`src/rtl/cnn_pkg.sv`:
```
// rtl/cnn_pkg.sv - shared widths, limits, FSM encoding and saturate/round helpers
// Contents: DIN_W/ACC_W/CNT_W/OUT_W widths, ACC and INT8 limits, state_t,
//           sat_signed (clamp to [lo,hi]), round_shift (round half up, arithmetic shift)
package cnn_pkg;

  localparam int DIN_W = 18;
  localparam int ACC_W = 32;
  localparam int CNT_W = 12;
  localparam int OUT_W = 8;

  // Limits held one bit wider than the accumulator so sums can be checked before clamping
  localparam logic signed [ACC_W:0] ACC_MIN  = {2'b11, {(ACC_W-1){1'b0}}};
  localparam logic signed [ACC_W:0] ACC_MAX  = {2'b00, {(ACC_W-1){1'b1}}};
  localparam logic signed [ACC_W:0] INT8_MIN = (ACC_W+1)'(-128);
  localparam logic signed [ACC_W:0] INT8_MAX = (ACC_W+1)'(127);
  localparam logic [CNT_W-1:0]      CNT_MAX  = '1;

  typedef enum logic {IDLE = 1'b0, ACC = 1'b1} state_t;

  function automatic logic signed [ACC_W:0] sat_signed(
    input logic signed [ACC_W:0] x,
    input logic signed [ACC_W:0] lo,
    input logic signed [ACC_W:0] hi
  );
    if (x < lo) return lo;
    if (x > hi) return hi;
    return x;
  endfunction

  // The rounding bump is at most 2^30 and r at most 2^31-1, so ACC_W+1 bits never overflow
  function automatic logic signed [ACC_W:0] round_shift(
    input logic signed [ACC_W-1:0] r,
    input logic [4:0]              sh
  );
    logic signed [ACC_W:0] rx;
    logic signed [ACC_W:0] bump;
    rx = {r[ACC_W-1], r};
    if (sh == 5'd0) return rx;
    bump = (ACC_W+1)'(1) << (sh - 5'd1);
    return (rx + bump) >>> sh;
  endfunction

endpackage

```
`src/rtl/cal_psum_accum_requant_if.sv`:
```
// rtl/cal_psum_accum_requant_if.sv - stream bundle between adder tree, accumulator and writeback
// Inputs to the block: din, din_valid, first, last, bias, shift, relu_en
// Outputs of the block: dout, dout_valid, ch_count, proto_err, sat_flag
interface cal_psum_accum_requant_if;
  import cnn_pkg::*;

  logic signed [DIN_W-1:0] din;
  logic                    din_valid;
  logic                    first;
  logic                    last;
  logic signed [ACC_W-1:0] bias;
  logic [4:0]              shift;
  logic                    relu_en;
  logic signed [OUT_W-1:0] dout;
  logic                    dout_valid;
  logic [CNT_W-1:0]        ch_count;
  logic                    proto_err;
  logic                    sat_flag;

  modport master (
    output din, din_valid, first, last, bias, shift, relu_en,
    input  dout, dout_valid, ch_count, proto_err, sat_flag
  );

  modport slave (
    input  din, din_valid, first, last, bias, shift, relu_en,
    output dout, dout_valid, ch_count, proto_err, sat_flag
  );

endinterface

```
`src/rtl/cal_requant_int8.sv`:
```
// rtl/cal_requant_int8.sv - bias add, ReLU, rounded shift and INT8 saturation (two stages)
// Ports: clk, rst (sync, active-high); in_valid/sum/bias/shift/relu_en/cnt from the
//        accumulator; dout/dout_valid/ch_count result; sat one-cycle saturation pulse
module cal_requant_int8
  import cnn_pkg::*;
(
  input  logic                    clk,
  input  logic                    rst,
  input  logic                    in_valid,
  input  logic signed [ACC_W-1:0] sum,
  input  logic signed [ACC_W-1:0] bias,
  input  logic [4:0]              shift,
  input  logic                    relu_en,
  input  logic [CNT_W-1:0]        cnt,
  output logic signed [OUT_W-1:0] dout,
  output logic                    dout_valid,
  output logic [CNT_W-1:0]        ch_count,
  output logic                    sat
);

  logic signed [ACC_W:0]   s_w, s_sat, q, q_sat;
  logic signed [ACC_W-1:0] r;
  logic                    s_ovf, clip;

  logic                    v1;
  logic signed [ACC_W-1:0] r1;
  logic [4:0]              sh1;
  logic [CNT_W-1:0]        cnt1;

  always_comb begin
    s_w   = {sum[ACC_W-1], sum} + {bias[ACC_W-1], bias};
    s_sat = sat_signed(s_w, ACC_MIN, ACC_MAX);
    s_ovf = (s_sat != s_w);
    r     = (relu_en && s_sat[ACC_W]) ? '0 : s_sat[ACC_W-1:0];
    q     = round_shift(r1, sh1);
    q_sat = sat_signed(q, INT8_MIN, INT8_MAX);
    clip  = (q_sat != q);
  end

  always_ff @(posedge clk) begin
    if (rst) begin
      v1         <= 1'b0;
      r1         <= '0;
      sh1        <= '0;
      cnt1       <= '0;
      dout       <= '0;
      dout_valid <= 1'b0;
      ch_count   <= '0;
      sat        <= 1'b0;
    end else begin
      v1 <= in_valid;
      if (in_valid) begin
        r1   <= r;
        sh1  <= shift;
        cnt1 <= cnt;
      end
      dout_valid <= v1;
      // Result registers hold between groups
      if (v1) begin
        dout     <= q_sat[OUT_W-1:0];
        ch_count <= cnt1;
      end
      sat <= (in_valid && s_ovf) || (v1 && clip);
    end
  end

endmodule

```
`src/rtl/cal_psum_accum_requant.sv`:
```
// rtl/cal_psum_accum_requant.sv - cross-channel partial-sum accumulator with INT8 requantization
// Ports: clk, rst (sync, active-high); bus (slave): din/din_valid/first/last/bias/shift/relu_en
//        in, dout/dout_valid/ch_count/proto_err/sat_flag out
module cal_psum_accum_requant
  import cnn_pkg::*;
(
  input  logic                      clk,
  input  logic                      rst,
  cal_psum_accum_requant_if.slave   bus
);

  state_t                  state, state_next;
  logic signed [ACC_W-1:0] acc, acc_next;
  logic [CNT_W-1:0]        cnt, cnt_next;
  logic signed [ACC_W:0]   sum_w, acc_sat;
  logic                    open_new, proto_hit, ovf, cnt_sat;
  logic                    proto_q, sat_q, rq_sat;

  logic                    s0_valid;
  logic signed [ACC_W-1:0] s0_sum, s0_bias;
  logic [4:0]              s0_shift;
  logic                    s0_relu;
  logic [CNT_W-1:0]        s0_cnt;

  // A beat without first while IDLE still opens a group; first inside ACC restarts it
  always_comb begin
    state_next = state;
    open_new   = 1'b0;
    proto_hit  = 1'b0;
    if (bus.din_valid) begin
      case (state)
        IDLE: begin
          open_new   = 1'b1;
          proto_hit  = !bus.first;
          state_next = bus.last ? IDLE : ACC;
        end
        ACC: begin
          open_new   = bus.first;
          proto_hit  = bus.first;
          state_next = bus.last ? IDLE : ACC;
        end
        default: state_next = IDLE;
      endcase
    end
  end

  always_comb begin
    sum_w    = (open_new ? {(ACC_W+1){1'b0}} : {acc[ACC_W-1], acc})
             + {{(ACC_W+1-DIN_W){bus.din[DIN_W-1]}}, bus.din};
    acc_sat  = sat_signed(sum_w, ACC_MIN, ACC_MAX);
    ovf      = (acc_sat != sum_w);
    acc_next = acc_sat[ACC_W-1:0];
    cnt_sat  = !open_new && (cnt == CNT_MAX);
    cnt_next = open_new ? CNT_W'(1) : (cnt_sat ? cnt : cnt + CNT_W'(1));
  end

  always_ff @(posedge clk) begin
    if (rst) begin
      state    <= IDLE;
      acc      <= '0;
      cnt      <= '0;
      proto_q  <= 1'b0;
      sat_q    <= 1'b0;
      s0_valid <= 1'b0;
      s0_sum   <= '0;
      s0_bias  <= '0;
      s0_shift <= '0;
      s0_relu  <= 1'b0;
      s0_cnt   <= '0;
    end else begin
      state    <= state_next;
      s0_valid <= bus.din_valid && bus.last;
      if (bus.din_valid) begin
        acc <= acc_next;
        cnt <= cnt_next;
        if (proto_hit || cnt_sat) proto_q <= 1'b1;
        if (bus.last) begin
          s0_sum   <= acc_next;
          s0_bias  <= bus.bias;
          s0_shift <= bus.shift;
          s0_relu  <= bus.relu_en;
          s0_cnt   <= cnt_next;
        end
      end
      if ((bus.din_valid && ovf) || rq_sat) sat_q <= 1'b1;
    end
  end

  cal_requant_int8 u_requant (
    .clk        (clk),
    .rst        (rst),
    .in_valid   (s0_valid),
    .sum        (s0_sum),
    .bias       (s0_bias),
    .shift      (s0_shift),
    .relu_en    (s0_relu),
    .cnt        (s0_cnt),
    .dout       (bus.dout),
    .dout_valid (bus.dout_valid),
    .ch_count   (bus.ch_count),
    .sat        (rq_sat)
  );

  assign bus.proto_err = proto_q;
  assign bus.sat_flag  = sat_q;

endmodule
```
`src/flat_wrapper.sv`:
```
// flat-port wrapper written by rule: the top's interface ports become plain ports
module cal_psum_accum_requant_flat import cnn_pkg::*;
  (clk, rst, bus_din, bus_din_valid, bus_first, bus_last, bus_bias, bus_shift, bus_relu_en, bus_dout, bus_dout_valid, bus_ch_count, bus_proto_err, bus_sat_flag);
  cal_psum_accum_requant_if bus_i ();
  input  logic clk;
  input  logic rst;
  input wire logic [$bits(bus_i.din)-1:0] bus_din;
  input wire logic [$bits(bus_i.din_valid)-1:0] bus_din_valid;
  input wire logic [$bits(bus_i.first)-1:0] bus_first;
  input wire logic [$bits(bus_i.last)-1:0] bus_last;
  input wire logic [$bits(bus_i.bias)-1:0] bus_bias;
  input wire logic [$bits(bus_i.shift)-1:0] bus_shift;
  input wire logic [$bits(bus_i.relu_en)-1:0] bus_relu_en;
  output wire logic [$bits(bus_i.dout)-1:0] bus_dout;
  output wire logic [$bits(bus_i.dout_valid)-1:0] bus_dout_valid;
  output wire logic [$bits(bus_i.ch_count)-1:0] bus_ch_count;
  output wire logic [$bits(bus_i.proto_err)-1:0] bus_proto_err;
  output wire logic [$bits(bus_i.sat_flag)-1:0] bus_sat_flag;
  assign bus_i.din = bus_din;
  assign bus_i.din_valid = bus_din_valid;
  assign bus_i.first = bus_first;
  assign bus_i.last = bus_last;
  assign bus_i.bias = bus_bias;
  assign bus_i.shift = bus_shift;
  assign bus_i.relu_en = bus_relu_en;
  assign bus_dout = bus_i.dout;
  assign bus_dout_valid = bus_i.dout_valid;
  assign bus_ch_count = bus_i.ch_count;
  assign bus_proto_err = bus_i.proto_err;
  assign bus_sat_flag = bus_i.sat_flag;
  cal_psum_accum_requant u_core (.clk(clk), .rst(rst), .bus(bus_i));
endmodule
```
`config.mk`:
```
export PLATFORM = sky130hd
export DESIGN_NAME = cal_psum_accum_requant_flat
export DESIGN_NICKNAME = d
export VERILOG_FILES = /design/src/rtl/cnn_pkg.sv /design/src/rtl/cal_psum_accum_requant_if.sv /design/src/rtl/cal_requant_int8.sv /design/src/rtl/cal_psum_accum_requant.sv /design/src/flat_wrapper.sv
export SDC_FILE = /design/constraint.sdc
export NUM_CORES = 1
export LEC_CHECK = 0
export CORE_MARGIN = 1.5
export CORE_UTILIZATION = 53
export DETAILED_ROUTE_END_ITERATION = 8
export PLACE_DENSITY = 0.72
export SLEW_MARGIN = 10
export SYNTH_ARGS = -nofsm -noshare
export SYNTH_HDL_FRONTEND = slang
export SYNTH_SLANG_ARGS = --single-unit
```
`constraint.sdc`:
```
create_clock -name clk -period 7.65 [get_ports clk]
set_clock_uncertainty 0.2 [all_clocks]
set_input_delay 2.295 -clock clk [delete_from_list [all_inputs] [get_ports clk]]
set_output_delay 2.295 -clock clk [all_outputs]
set_load 0.01 [all_outputs]
```
[Yosys cells after proc, flatten, opt, wreduce, memory -nomap -nowiden]
Index checks and enable logic that the tools add are counted.
Cells by class
  bitwise gates (word level): 1
  mux-type cells: 33
  reductions and logical operators: 14
  add/sub/neg operators: 5
  shift-type cells: 2
  eq/ne operators: 4
  magnitude comparators: 6
Operators by type and width (count)
  33-bit 2-to-1 mux: 15
  33-bit inequality test: 3
  33-bit by 32-bit > comparator with 1-bit output, second input constant: 2
  33-bit by 32-bit < comparator with 1-bit output, second input constant: 2
  32-bit by 32-bit adder with 33-bit output: 1
  32-bit by 33-bit adder with 33-bit output: 1
  33-bit adder: 1
  33-bit by 8-bit > comparator with 1-bit output, second input constant: 1
  33-bit by 8-bit < comparator with 1-bit output, second input constant: 1
  1-bit by 5-bit << shifter with 33-bit output, first input constant: 1
  33-bit by 5-bit >>> shifter with 33-bit output: 1
  32-bit 2-to-1 mux: 1
  12-bit 2-to-1 mux: 2
  1-bit 2-to-1 mux: 13
  12-bit by 1-bit adder with 12-bit output, second input constant: 1
  12-bit equality test, second input constant: 1
  1-bit logical AND: 6
  5-bit logical NOT: 1
  5-bit by 1-bit subtractor with 5-bit output, second input constant: 1
  1-bit case mux with 2 select lines: 2
  2-bit AND reduction: 2
  1-bit logical OR: 3
  1-bit logical NOT: 2
  1-bit NOT: 1
Word-level totals
  input bits: 61
  flip-flop bits (word level): 202

[Longest topological paths before layout]
Gate-level depths: netlist of the first run.
  depth in word-level cells: 13
  mapped depth: 25

[Modules after synthesis]
Synthesis of the first run repeated with hierarchy kept, for this count alone.
Second synthesis, totals
  cells, all modules: 2149
  area, all modules: 16159.2 um^2
Modules (own cells, without submodules)
  cal_requant_int8: instances 1, sequential area each 1441.4 um^2, cells an instance 1356, area an instance 9467.8 um^2
  cal_psum_accum_requant: instances 1, sequential area each 2602.5 um^2, cells an instance 793, area an instance 6691.4 um^2

[Worst setup path before layout of the first run]
Ideal clock, no wire load.
  kind: in2reg
  start point: in bus_first
  end point: reg u_core.s0_sum[20]
  cell stages on the path: 23
  data arrival time: 6850 ps
  setup slack: 477 ps
  setup time: 123 ps
  path buffers: 3
  cell sequence: inv_1 ha_1 nor2b_1 clkbuf_1 nor2b_1 ha_1 fa_1 a21o_1 a21oi_1 o21ai_1 nand3b_1 a21oi_1 o31a_1 a211o_1 a221oi_1 o21ai_1 a2111oi_0 a21oi_1 or2_1 clkbuf_1 nand2_1 buf_2 o21ai_0
On the way
  cells in the longest elaborated chain, start to end: 9
  elaborated cells between the ends (all ways): 12
  those cells by class: add/sub: 1; order compare: 2; mux: 9
RTL lines
  start: declaration: line flat_wrapper.sv:9  | input wire logic [$bits(bus_i.first)-1:0] bus_first;
  1-bit case mux with 2 select lines (*): line cal_psum_accum_requant.sv:31  | case (state)
  1-bit 2-to-1 mux (*): line cal_psum_accum_requant.sv:30  | if (bus.din_valid) begin
  33-bit 2-to-1 mux (*): line cal_psum_accum_requant.sv:48  | sum_w = (open_new ? {(ACC_W+1){1'b0}} : {acc[ACC_W-1], acc})
  33-bit adder (*): line cal_psum_accum_requant.sv:49  | + {{(ACC_W+1-DIN_W){bus.din[DIN_W-1]}}, bus.din};
  33-bit by 32-bit > comparator with 1-bit output: line cnn_pkg.sv:26  | if (x > hi) return hi;
  1-bit 2-to-1 mux (2 in a row): line cnn_pkg.sv:26
  33-bit 2-to-1 mux: line cnn_pkg.sv:27  | return x;
  33-bit 2-to-1 mux (*): line cnn_pkg.sv:26
  end signal: assignment: line cal_psum_accum_requant.sv:78  | s0_sum <= acc_next;
  end: declaration: line cal_psum_accum_requant.sv:20  | logic signed [ACC_W-1:0] s0_sum, s0_bias;
Every way passes the cells marked *; elsewhere a longest branch is shown, timed or not. The select of a mux whose other input is x is not followed.
A chain may end at the register's enable or synchronous reset.

[Final worst setup path of the first run]
  start point: reg u_core.u_requant.sh1[4]
  end point: reg u_core.u_requant.dout[1]
On the way
  cells in the longest elaborated chain, start to end: 10
  elaborated cells between the ends (all ways): 15
  those cells by class: add/sub: 2; order compare: 2; shift: 2; mux: 8; reduce/logical: 1
RTL lines
  start: declaration: line cal_requant_int8.sv:27  | logic [4:0] sh1;
  start signal: assignment: line cal_requant_int8.sv:54  | sh1 <= shift;
  5-bit by 1-bit subtractor with 5-bit output: line cnn_pkg.sv:39  | bump = (ACC_W+1)'(1) << (sh - 5'd1);
  1-bit by 5-bit << shifter with 33-bit output: line cnn_pkg.sv:39
  32-bit by 33-bit adder with 33-bit output: line cnn_pkg.sv:40  | return (rx + bump) >>> sh;
  33-bit by 5-bit >>> shifter with 33-bit output: line cnn_pkg.sv:40
  33-bit 2-to-1 mux (*): line cnn_pkg.sv:39
  33-bit by 8-bit > comparator with 1-bit output: line cnn_pkg.sv:26
  1-bit 2-to-1 mux (2 in a row): line cnn_pkg.sv:26
  33-bit 2-to-1 mux: line cnn_pkg.sv:27
  33-bit 2-to-1 mux (*): line cnn_pkg.sv:26
  end signal: assignment: line cal_requant_int8.sv:60  | dout <= q_sat[OUT_W-1:0];
  end: declaration: line cal_requant_int8.sv:15  | output logic signed [OUT_W-1:0] dout,
Marks and branches as above.

==> results of run 1 <==
-- how the worst max path moves through the flow --
| stage | slack (ps) | endpoint | cells after the start |
|---|---|---|---|
| global route | 130 | u_core.acc[14]$_SDFFE_PP0P_ | 22 |
| CTS | 490 | u_core.acc[30]$_SDFFE_PP0P_ | 22 |
| detailed placement | 10 | u_core.acc[19]$_SDFFE_PP0P_ | 22 |
| finish | 420 | u_core.u_requant.dout[1]$_SDFFE_PP0P_ | 21 |
| floorplan | 480 | u_core.s0_sum[20]$_SDFFE_PP0P_ | 23 |
| global placement | 160 | u_core.acc[22]$_SDFFE_PP0P_ | 22 |
-- logic make-up (layout without fill, tap and decap cells) --
group / after synthesis / after routing
flops: 202 / 202
compound gates: 709 / 709
mux: 66 / 66
xor+xnor: 83 / 83
buf+inv: 176 / 231
simple gates: 818 / 818
fa+ha+maj: 101 / 101
-- layout make-up --
type / instances / share of cell area
Multi-Input combinational cell: 1777 / 0.630
Sequential cell: 202 / 0.220
Timing Repair Buffer: 148 / 0.0718
Clock buffer: 25 / 0.0322
Tap cell: 396 / 0.0269
Clock inverter: 15 / 0.0106
Inverter: 43 / 0.00877
-- state kept, by name (all words and copies together), names as in the netlist, 5 cells and up --
register                   cells
u_core.acc                    32
u_core.s0_bias                32
u_core.s0_sum                 32
u_core.u_requant.r1           32
u_core.cnt                    12
u_core.s0_cnt                 12
u_core.u_requant.ch_count     12
u_core.u_requant.cnt1         12
u_core.u_requant.dout          8
u_core.s0_shift                5
u_core.u_requant.sh1           5
-- routing by layer --
| layer | track usage | vias to the layer above |
|---|---|---|
| met1 | 0.454 | 8084 |
| li1 | - | 8116 |
| met4 | 0.212 | 0 |
| met5 | 0 | - |
| met3 | 0.0473 | 207 |
| met2 | 0.613 | 734 |
-- worst reg2reg max path: cells and delay by family (launching register included) --
kind            cells  cell delay [ps]
simple gates        8             2230
fa+ha+maj           2              710
compound gates      8             2700
buf+inv             2              240
flops               1              490
mux                 1              530
-- cell usage in the layout, fill, tap and decap left out, types with 9 or more instances in the layout --
cell type,netlist,layout
a21oi_1,116,115
clkbuf_16,0,22
a211oi_1,39,39
buf_4,0,64
and3_1,32,32
a21o_1,46,46
o21ai_0,132,132
o221ai_1,12,12
nand2b_1,13,13
a31oi_1,23,23
nor2b_1,42,41
o31a_1,10,10
o21ai_1,19,18
or3_1,15,15
o211ai_1,42,42
and2_1,22,22
o21bai_1,13,13
mux2i_1,55,55
nand4_1,24,24
a2111oi_0,9,9
clkdlybuf4s50_1,0,81
dfxtp_1,202,201
nand3_1,53,53
ha_1,98,98
a221oi_1,10,10
xnor2_1,48,48
o21a_1,27,27
nor2_1,276,276
nor3_1,43,43
inv_1,39,39
xor2_1,35,35
nor4_1,15,15
a22o_1,52,52
nand2_1,235,235
o31ai_1,23,23
a311oi_1,30,30
-- stage by stage --
| stage | setup slack, ps | cell area, µm² | hold slack, ps | cells | utilization |
|---|---|---|---|---|---|
| 2_1_floorplan | 477 | 16300 | 215 | 2155 | - |
| 5_1_grt | 128 | 18400 | 292 | 2606 | 0.605 |
| 4_1_cts | 486 | 18400 | 263 | 2606 | 0.605 |
| 6_report | 420 | 18400 | 261 | 2606 | 0.605 |
| 3_5_place_dp | 12.0 | 17600 | 251 | 2566 | 0.579 |
| 3_3_place_gp | 159 | 17600 | 239 | 2566 | 0.579 |
-- where the power goes --
group	internal, µW	leakage, µW	switching (µW)
registers	1110	0.00165	58.4
logic	264	0.00542	384
clock network	670	0.000382	460
==> qor.yml, run 1 <==
run_status:
  status: "complete, no violations"
final_layout:
  nets: 2356
  n_fill_cell: 2803
  multi_input_area_mm2: 0.0116
  drive_gt1_frac: 0.0724
  n_antenna_cell: 0
  seq_area_mm2: 0.00405
  synthToLayoutAreaGrowth_pct: 12.9
route:
  dr.pass1.iters: 7
  ant_nets: 0
  drt_iter0_drc: 1509
  wl_met2_um: 27200
  wl_per_cell_um: 22.7
  routed_wl_um: 59200
  drc: 0
  wl_met3_um: 4350
  via_count: 17141
  top_layer_used: "met4"
  viasPerCell: 6.58
  wl_met1_um: 23900
global_routing:
  grt_usage: 0.367
  grt_pass1_vias: 16180
  grt_max_degree: 58
  grt_pass1_wl_um: 90700
  grt_remaining_overflow: 0
  antenna_found_initial: 0
logic_synthesis:
  ys_seq_elements: 202
  netlist_top_cells_count: "nor2_1 (276), nand2_1 (235), dfxtp_1 (202)"
  synthAdderAreaFrac: 0.0789
  synth_fp_nets: 2317
  synth_edf_count: 0
  yosysMostFrequentCell: "nor2_1"
  synth_compound_area_frac: 0.308
  netlist_instances: 2155
  ys_seq_area_frac: 0.248
  synth_top_area_frac: 0.248
  synthTopCellsByArea: "dfxtp_1 (25%), ha_1 (7.5%), nor2_1 (6.4%), nand2_1 (5.4%), o21ai_0 (4.1%)"
  yosysTopAreaCell: "dfxtp_1"
  synth.area.mux_share: 0.0448
  syn_area_mm2: 0.0163
  async_reset_ff_frac: 0
  synth-simple-area-share: 0.234
  synth_top_family_by_area: "compound AO/OA/AOI/OAI gates"
  ys.flop_type: "dfxtp_1"
  synth_xor_area_frac: 0.0446
  ys_types: 100
  yosys_warnings: 0
  avgSynthCellArea_um2: 7.57
power:
  power_density_mw_per_mm2: 160
  ir_drop_uv: 198
  p_leak_uw: 0.00745
  finalPower_uw: 2950
setup_path:
  critPathMaxFanout: 12
  criticalPathCategory: "reg2reg"
  cp.required_ps: 7830
  critPathMostFrequentCell: "nand2_1"
  critPathTopFamily: "compound AO/OA/AOI/OAI gates"
  worst-r2r-setup-slack_ps: 420
  r2r-end: "u_core.u_requant.dout[1]$_SDFFE_PP0P_"
  ff2ff_path_depth: 21
  critPathMaxStageDelay_ps: 650
  path_buf_inv: 2
  crit_start: "u_core.u_requant.sh1[4]$_SDFFE_PP0P_"
  crit_slowest_cell: "a2111oi_0"
  r2r_start: "u_core.u_requant.sh1[4]$_SDFFE_PP0P_"
  cp.arrival_ps: 7410
  cp_cell_sequence: "nor2_1 -> nand2_1 -> nor2_1 -> ha_1 -> inv_1 -> fa_1 -> nand2b_1 -> a21oi_1 -> buf_4 -> o211ai_2 -> o21ai_1 -> mux2i_1 -> nand2_1 -> o221a_2 -> a311o_1 -> a211oi_1 -> nand2_1 -> a2111oi_0 -> nand3_1 -> nand2_1 -> a311oi_2"
  end_kind: "register"
  start_kind: "register"
sta:
  hold_viol_final: 0
  rsz0062_at_grt: "no"
  fmax_mhz: 138
  max_slew_margin: 0.160
  min_period_ps: 7230
  min_period_over_period: 0.945
  setup_violations: 0
  setup_tns_ps: 0
  slew_viol_final: 0
  worstMarginPinSlew_ps: 1260
hold_path:
  whs_path_depth: 2
  min_to: "u_core.s0_cnt[0]$_SDFFE_PP0P_"
  min-delay-start: "u_core.s0_cnt[0]$_SDFFE_PP0P_"
  hp-class: "reg2reg"
placed_design:
  finalWeightedCongestion: 1.03
  io_buffers: 83
  dp_hpwl_um: 45200
die:
  die_w_um: 178
  die_h_um: 178
  rows: 64
  core_area_mm2: 0.0304
  dieArea_mm2: 0.0318
  start_util: 0.536
  pin_count: 84
cts:
  clk_latency_ps: 520
  clk_path_buf_depth: 3
  cts_setup_buffers: 0
  htree_num_levels: 1
  post_cts_resized: 0
  cts_made_buffers: 22
  hold_buffers: 0
  tritoncts: "yes"
  cts_root_buffer: "clkbuf_16"
  clk_pin_slew_ps: 60
  cts_sinks: 202
job:
  max_cap_viol_count: 0
(Power assumes the default switching activity.)
==> run 2: changes to the inputs <==
--- a/config.mk
+++ b/config.mk
@@ -6,9 +6,9 @@
 export NUM_CORES = 1
 export LEC_CHECK = 0
 export CORE_MARGIN = 1.5
-export CORE_UTILIZATION = 53
+export CORE_UTILIZATION = 60
 export DETAILED_ROUTE_END_ITERATION = 8
-export PLACE_DENSITY = 0.72
+export PLACE_DENSITY = 0.8
 export SLEW_MARGIN = 10
 export SYNTH_ARGS = -nofsm -noshare
 export SYNTH_HDL_FRONTEND = slang
==> constraint.sdc (replaced) <==
create_clock -name clk -period 7.8 [get_ports clk]
set_clock_uncertainty 0.2 [all_clocks]
set_input_delay 2.34 -clock clk [delete_from_list [all_inputs] [get_ports clk]]
set_output_delay 2.34 -clock clk [all_outputs]
set_load 0.01 [all_outputs]
==> qor.yml, run 2 (synthesis gave the netlist of run 1 again) <==
cts:
  cts_sinks: 202
  tritoncts: "yes"
  hold_buffers: 0
  cts_made_buffers: 20
  clk_latency_ps: 500
  htree_num_levels: 1
  cts_root_buffer: "clkbuf_16"
  cts_setup_buffers: 0
  clk_path_buf_depth: 3
  post_cts_resized: 0
  clk_pin_slew_ps: 70
setup_path:
  criticalPathCategory: "in2reg"
  critPathTopFamily: "compound AO/OA/AOI/OAI gates"
  crit_slowest_cell: "clkdlybuf4s50_1"
  cp.required_ps: 7970
  start_kind: "input pin"
  worst-r2r-setup-slack_ps: 630
  cp_cell_sequence: "clkdlybuf4s50_1 -> inv_1 -> ha_1 -> nor2b_2 -> buf_4 -> nor2b_1 -> ha_1 -> a21o_1 -> a21oi_1 -> o21ai_1 -> nand3b_1 -> a21oi_1 -> o31a_1 -> a211o_1 -> a221oi_1 -> o21ai_1 -> a2111oi_0 -> a21oi_1 -> or2_1 -> nand2_1 -> buf_4 -> o21ai_0"
  ff2ff_path_depth: 21
  critPathMaxStageDelay_ps: 450
  r2r_start: "u_core.u_requant.sh1[4]$_SDFFE_PP0P_"
  end_kind: "register"
  critPathMostFrequentCell: "a21oi_1"
  r2r-end: "u_core.u_requant.dout[4]$_SDFFE_PP0P_"
  critPathMaxFanout: 30
  path_buf_inv: 4
  cp.arrival_ps: 7470
sta:
  max_slew_margin: 0.0767
  fmax_mhz: 137
  min_period_ps: 7290
  slew_viol_final: 0
  rsz0062_at_grt: "no"
  setup_tns_ps: 0
  worstMarginPinSlew_ps: 1380
  min_period_over_period: 0.935
  setup_violations: 0
  hold_viol_final: 0
hold_path:
  whs_path_depth: 2
  min_to: "u_core.acc[28]$_SDFFE_PP0P_"
  hp-class: "reg2reg"
  min-delay-start: "u_core.acc[28]$_SDFFE_PP0P_"
placed_design:
  finalWeightedCongestion: 1.04
  dp_hpwl_um: 43900
  place_inst: 2502
  io_buffers: 83
global_routing:
  antenna_found_initial: 1
  grt_pass1_vias: 16545
  met1_usage: 0.502
  busiest_layer: "met2"
  grt_usage: 0.408
  grt_max_degree: 58
  grt_remaining_overflow: 0
  grt_util_met2: 0.677
  use_met3: 0.0472
  grt_pass1_wl_um: 91400
final_layout:
  nets: 2345
  synthToLayoutAreaGrowth_pct: 11.7
  drive_gt1_frac: 0.0660
  layout_common_cells: "nor2_1 (276), nand2_1 (235), dfxtp_1 (201)"
  seq_area_mm2: 0.00405
  mostFrequentLayoutCell: "nor2_1"
  fin_util: 0.680
  n_fill_cell: 2246
  n_antenna_cell: 0
  final_cell_count_no_fill: 2538
  multi_input_area_mm2: 0.0116
route:
  drt_iter0_drc: 1851
  drc: 0
  dr.pass1.iters: 6
  routed_wl_um: 58600
  wl_per_cell_um: 23.1
  viasPerCell: 6.88
  ant_nets: 0
  via_count: 17456
die:
  core_area_mm2: 0.0268
  pin_count: 84
  dieArea_mm2: 0.0282
  start_util: 0.608
  rows: 60
  die_w_um: 168
  die_h_um: 168
power:
  power_density_mw_per_mm2: 157
  finalPower_uw: 2870
  power.share.clock: 0.379
  netSwitchingFraction: 0.298
  internal-power_uw: 2010
  pwr-share-seq: 0.401
  p_leak_uw: 0.00738
  p_comb_frac: 0.221
  ir_drop_uv: 158
  power_switching_uw: 853
job:
  max_cap_viol_count: 0
run_status:
  status: "complete, no violations"
==> run 2: final cells by class <==
type                       count  share of cell area
clock buffer                  26              0.0321
timing repair buffer         139              0.0682
sequential                   202               0.222
tap                          341              0.0234
multi-input combinational   1777               0.636
inverter                      43             0.00886
clock inverter                10             0.00914
==> run 2: per-layer routing <==
layer	part of all wire	wire, µm
met2	0.45	26500
met4	0.075	4400
met5	0.00026	15
met1	0.40	23200
met3	0.077	4520
==> run 2: power by group through the flow <==
stage	clock (µW)	combinational [µW]	sequential (µW)
3_5_place_dp	0	613	1170
6_report	1090	632	1150
5_1_grt	1130	692	1150
4_1_cts	1090	618	1150
3_3_place_gp	0	592	1170
2_1_floorplan	0	443	1140
==> run 2: worst max-delay path by stage <==
stage / startpoint / end / slack (ps) / cells past startpoint
2_1_floorplan: bus_first / u_core.s0_sum[20]$_SDFFE_PP0P_ / 580 / 23
3_3_place_gp: bus_first / u_core.s0_sum[2]$_SDFFE_PP0P_ / 140 / 22
3_5_place_dp: bus_first / u_core.s0_sum[3]$_SDFFE_PP0P_ / 90 / 22
4_1_cts: bus_first / u_core.acc[7]$_SDFFE_PP0P_ / 550 / 21
5_1_grt: bus_first / u_core.acc[15]$_SDFFE_PP0P_ / 120 / 21
6_report: bus_first / u_core.s0_sum[3]$_SDFFE_PP0P_ / 510 / 22
==> run 2: worst reg2reg max path: stages, from the launching register on <==
cell	delay [ps]
dfxtp_1	470
nor2_1	470
nand2_1	160
nor2_1	360
ha_1	300
inv_1	70
fa_1	390
nand2b_1	190
a21oi_1	410
o211ai_2	150
buf_4	190
o21ai_1	300
mux2i_1	470
nand2_1	250
o221a_2	370
a311o_1	360
a211oi_1	450
nand2_1	100
a2111oi_0	600
nand3_1	300
nand2_1	330
a311oi_2	150
==> run 2: stage by stage <==
stage / cell area, µm² / hold slack, ps / setup WS, ps
after global routing: 18200 / 294 / 120
after detailed placement: 17500 / 241 / 94.1
after floorplan: 16300 / 215 / 582
final: 18200 / 259 / 506
after global placement: 17500 / 229 / 140
after CTS: 18200 / 258 / 550
==> patch 1: new RTL, config.mk and constraints of run 1 <==
Make the reset (`rst`) asynchronous in 2 clocked blocks.
--- a/src/rtl/cal_requant_int8.sv
+++ b/src/rtl/cal_requant_int8.sv
@@ -39,3 +39,3 @@
 
-  always_ff @(posedge clk) begin
+  always_ff @(posedge clk or posedge rst) begin
     if (rst) begin
--- a/src/rtl/cal_psum_accum_requant.sv
+++ b/src/rtl/cal_psum_accum_requant.sv
@@ -56,3 +56,3 @@
 
-  always_ff @(posedge clk) begin
+  always_ff @(posedge clk or posedge rst) begin
     if (rst) begin
Check against the original RTL: differs if rst is asserted again (counterexample within 4 cycles, from zero or initial values and one cycle with rst high); with rst held inactive, the same outputs for 4 cycles.
==> patch 1 against run 1 <==
- sequential cell count unchanged
- global-route usage fell by 2.0 points
- routed wire length decreased by 3.6%
- hold slack worse by 0.0085 ns
- design area increased by 4.0%
- via count decreased by 1.9%
- area after synthesis up 3.8%
- critical path depth decreased by 1
- setup slack improved by 0.12 ns
- sequential share of layout area increased by 4.4 points
- largest cell class unchanged
- maximum frequency grew 1.7%
Power is not compared: it rests on default switching activity, and its combinational part moved more than twofold at a synthesized area within 25%.
==> patch 1: results (changes against run 1) <==
| Metric | Value |
|---|---|
| CTS buffer count | 20 (-9.1%) |
| Area delta synth->final | 13.11% |
| Status | complete, no violations |
| Post-synthesis sequential area ratio | 0.2988 (+0.05077) |
| Max_slew headroom | 0.1922 (+0.03248) |
| Critical-path top delay cell | a2111oi_1 |
| Max Fclk | 140.7 MHz (+1.7%) |
| Mapped cell area | 16920 µm² (+3.8%) |
| Worst-Skew Late Latency | 0.49 ns (-0.03 ns) |
| Filler instances | 2842 (+1.4%) |
| Final #Nets | 2373 (+0.72%) |
| Synth area leaders | dfrtp_1 (30%), nand2_1 (7.5%), ha_1 (7.2%) |
| Hold WS | 0.2525 ns (-0.008489 ns) |
| Pin count of the biggest net entering global routing | 161 (+180%) |
| Netlist cell types | 92 (-8.0%) |
| Placed Area | 18440 µm² (+4.7%) |
| Vias in the first global route | 16400 (+1.4%) |
| R2R Setup Slk | 1.00 ns (+0.58 ns) |
| Initial antenna violation count | 1 (+1) |
| Inverters | 75 (+74%) |
| Reg-to-reg startpoint | u_core.u_requant.sh1[3] |
| Count of multi-input gates | 1744 (-1.9%) |
| CP top delay family | compound AO/OA/AOI/OAI gates |
| FF-to-FF End | u_core.u_requant.dout[6] |
| GRT Resource Usage Total | 0.3466 (-0.02049) |
| Final std cells w/o fill | 2624 (+0.69%) |
| DR iter-0 viols | 1612 (+6.8%) |
| Seq area share | 0.2642 (+0.04433) |
| Post-Place Setup Slack | -0.07187 ns (-0.08390 ns) |
| Synthesized instance count | 2142 (-0.60%) |
| Most frequent cells after synthesis | nand2_1 (340), nor2_1 (209), dfrtp_1 (202), a21oi_1 (159), o21ai_0 (129) |
| Hold worst-path end | u_core.bus.sat_flag |
| Worst Path Max Fanout | 7 (-5) |
| Number of non-clock buffers | 168 (+14%) |
| CLK BUF | 27 (+8.0%) |
| Multi-input combinational area share | 0.5808 (-0.04915) |
| CP Capture Point | u_core.s0_sum[30] |
| Area share of the largest cell type after synthesis | 0.2988 (+0.05077) |
| CP Launch Point | bus_first |
| Ys async rst share | 1.000 (+1.000) |
| Placer Congestion | 1.004 (-2.4%) |
| Pint | 3.682 mW |
| Drt wl/cell | 21.76 µm (-4.2%) |
| Max incr delay on CP | 0.56 ns (-0.09 ns) |
| Via/cell ratio | 6.411 (-2.5%) |
| FF-to-FF path depth | 19 (-9.5%) |
[patch 1: changes by cell type after synthesis, moves of 19 or more]
cell / delta
a21oi_1: +43
a22o_1: -52
o22ai_1: +28
dfxtp_1: -202
a311oi_1: -21
nor2_1: -67
mux2i_1: -34
dfrtp_1: +202
inv_1: +35
nand2_1: +105
o2bb2ai_1: +19
mux2_2: +43
[patch 1: kinds of logic (layout without fill, tap and decap cells)]
group	after synthesis	in the layout	share of synthesized area
compound gates	646	646	0.2563
xor+xnor	79	79	0.04090
fa+ha+maj	102	102	0.07662
buf+inv	196	276	0.04489
flops	202	202	0.2988
mux	79	79	0.05702
simple gates	838	838	0.2254
[patch 1: per-layer routing]
layer | global-route usage | wire length [µm] | vias to the layer above
li1 | - | - | 7924
met1 | 0.4431 | 23720 | 8102
met2 | 0.5946 | 27310 | 646
met3 | 0.03089 | 3267 | 151
met4 | 0.1623 | 2802 | 0
met5 | 0 | 0 | -
==> patch 2: new RTL, settings of run 1 <==
Made on the original files. `CNT_W`: 12 -> 6.
--- a/src/rtl/cnn_pkg.sv
+++ b/src/rtl/cnn_pkg.sv
@@ -7,3 +7,3 @@
   localparam int ACC_W = 32;
-  localparam int CNT_W = 12;
+  localparam int CNT_W = 6;
   localparam int OUT_W = 8;
Ports: changed (resized bus_ch_count); port bits go from 84 to 78. No check against the original RTL was run, so the function may have changed too.
==> patch 2 against run 1 <==
- sequential power is 11% lower
- combinational power is 8.5% lower
- area after synthesis is 7.5% lower
- design area is 7.4% lower
- sequential cell count is 24 lower
- synthesized cell count is 8.6% lower
- sequential share of layout area is 1.1 points lower
- cell count is 7.4% lower
- setup slack worse by 0.046 ns
- utilization is 0.69 points higher
- critical endpoint is now u_core.acc[25]
- power is 14% lower
- first-iteration DRC count is 11% lower
- register-to-register slack better by 0.12 ns
- routed wire length is 14% lower
==> patch 2: results (changes against run 1) <==
| Metric | Value |
|---|---|
| Status | complete, no violations |
| Met1 usage in global routing | 0.4462 (-0.007432) |
| HP Class | reg -> reg |
| CTS buffer count | 17 (-23%) |
| R2R Setup Slk | 0.54 ns (+0.12 ns) |
| CP top delay family | compound AO/OA/AOI/OAI gates |
| Final #Nets | 2185 (-7.3%) |
| Hold path startpoint | u_core.bus.proto_err |
| Clk buf depth | 2 (-1) |
| Pin count of the biggest net entering global routing | 43 (-26%) |
| Synth area leaders | dfxtp_1 (24%), ha_1 (8.1%), nor2_1 (5.6%) |
| Layout cells sized above 1 | 0.08698 (+0.01458) |
| Vias in the first global route | 14700 (-9.2%) |
| Port bufs | 77 (-7.2%) |
| IR drop worst, VDD | 0.1260 mV (-37%) |
| Core area | 27860 µm² (-8.4%) |
| Max incr delay on CP | 0.45 ns (-0.20 ns) |
| Initial antenna violation count | 0 (unchanged) |
| CP Capture Point | u_core.acc[25] |
| Final HPWL from detailed placement | 39.30 mm (-13%) |
| Post-CTS Setup Bufs | 0 (unchanged) |
| Netlist cell types | 107 (+7.0%) |
| Post-CTS Resized | 0 (unchanged) |
| H-tree depth | 4 (+3) |
| Hold Path Depth | 2 (unchanged) |
| Placer Congestion | 0.9733 (-5.3%) |
| Met3 Use GR | 0.04924 (+0.001926) |
| Leakage | 7.062 nW (-5.2%) |
| DR iter-0 viols | 1347 (-11%) |
| Ys async rst share | 0 (unchanged) |
| Crit path DAT | 7.40 ns (about the same) |
| First-pass GRT wire length | 80.83 mm (-11%) |
| Hold WS | 0.2453 ns (-0.01570 ns) |
| GRT Resource Usage Total | 0.3513 (-0.01580) |
| Busiest grt layer | met2 |
| Most frequent cells after synthesis | nor2_1 (224), nand2_1 (201), dfxtp_1 (178), o21ai_0 (167), a21oi_1 (123) |
| Hold worst-path end | u_core.bus.proto_err |
| Diode count | 0 (unchanged) |
| Met2 Use GR | 0.5777 (-0.03485) |
| CP Launch Point | bus_first |
| Pre-Repair DR Iteration Count | 6 (-1) |
| Post-Route WL | 51.19 mm (-14%) |
| FF-to-FF End | u_core.u_requant.dout[3] |
| Yosys warnings | 0 (unchanged) |
| Clock slew seen by the registers of the worst setup and hold paths | 0.08 ns (+0.02 ns) |
| Clock Tree Root | clkbuf_16 |
| Reg-to-reg startpoint | u_core.u_requant.sh1[1] |
| Placed Area | 16430 µm² (-6.7%) |
| Post-synthesis sequential area ratio | 0.2363 (-0.01173) |
| Worst Tran Pin Value | 1.138 ns (-0.1201 ns) |
| Worst-Skew Late Latency | 0.44 ns (-0.08 ns) |
| Critical-path top delay cell | clkdlybuf4s50_1 |
| FF-to-FF path depth | 21 (unchanged) |
| Syn nets | 2132 (-8.0%) |
| Top_reg_cell synth | dfxtp_1 |
| Worst Path Max Fanout | 26 (+14) |
| NetSw | 0.7869 mW (-13%) |
| Via/cell ratio | 6.533 (-0.68%) |
## patch 2: changes by cell type in the layout (fill, tap and decap cells not counted), sizes merged, moves of 12 or more
cell / delta
mux2i: -12
and3: -12
xor2: -18
and2: +35
nor2: -52
nor2b: -29
dfxtp: -24
o211ai: -26
a311oi: -25
o21ai: +24
nand2: -34
## patch 2: stage by stage
| stage | cells | setup WS (ns) |
|---|---|---|
| floorplan | 1970 | 0.7935 |
| finish | 2413 | 0.3736 |
| global route | 2413 | 0.1315 |
| global placement | 2382 | 0.1366 |
| CTS | 2413 | 0.4799 |
| detailed placement | 2382 | 0.03137 |
## patch 2: final cells by class
cell class                 count  area [µm²]
inverter                      38       142.6
timing repair buffer         142        1291
sequential                   178        3565
fill                        2566       10820
tap                          378       473.0
clock buffer                  18       439.2
multi-input combinational   1646       10960
clock inverter                13       168.9
## patch 2: kinds of logic (layout without fill, tap and decap cells)
group | count (synthesis) | in the layout | synth area share
AO/OA/AOI/OAI | 706 | 706 | 0.3313
XOR/XNOR | 68 | 68 | 0.03949
adder cells (fa/ha/maj) | 103 | 103 | 0.08662
buffers and inverters | 146 | 211 | 0.03783
flip-flops | 178 | 178 | 0.2363
multiplexers | 61 | 61 | 0.04721
AND/OR/NAND/NOR | 708 | 708 | 0.2213
## patch 2: power groups by stage
stage	sequential (mW)	clock (mW)	combinational (mW)
final	1.04	0.901	0.593
after global routing	1.04	0.948	0.654
after CTS	1.03	0.911	0.585
after detailed placement	1.05	0	0.581
after global placement	1.06	0	0.571
after floorplan	1.03	0	0.404
## patch 2: per-layer routing
layer / wire length (µm) / vias up / part of all wire
li1: - / 7504 / -
met1: 21720 / 7425 / 0.42
met2: 23810 / 679 / 0.47
met3: 3111 / 155 / 0.061
met4: 2546 / 0 / 0.050
met5: 0 / - / 0
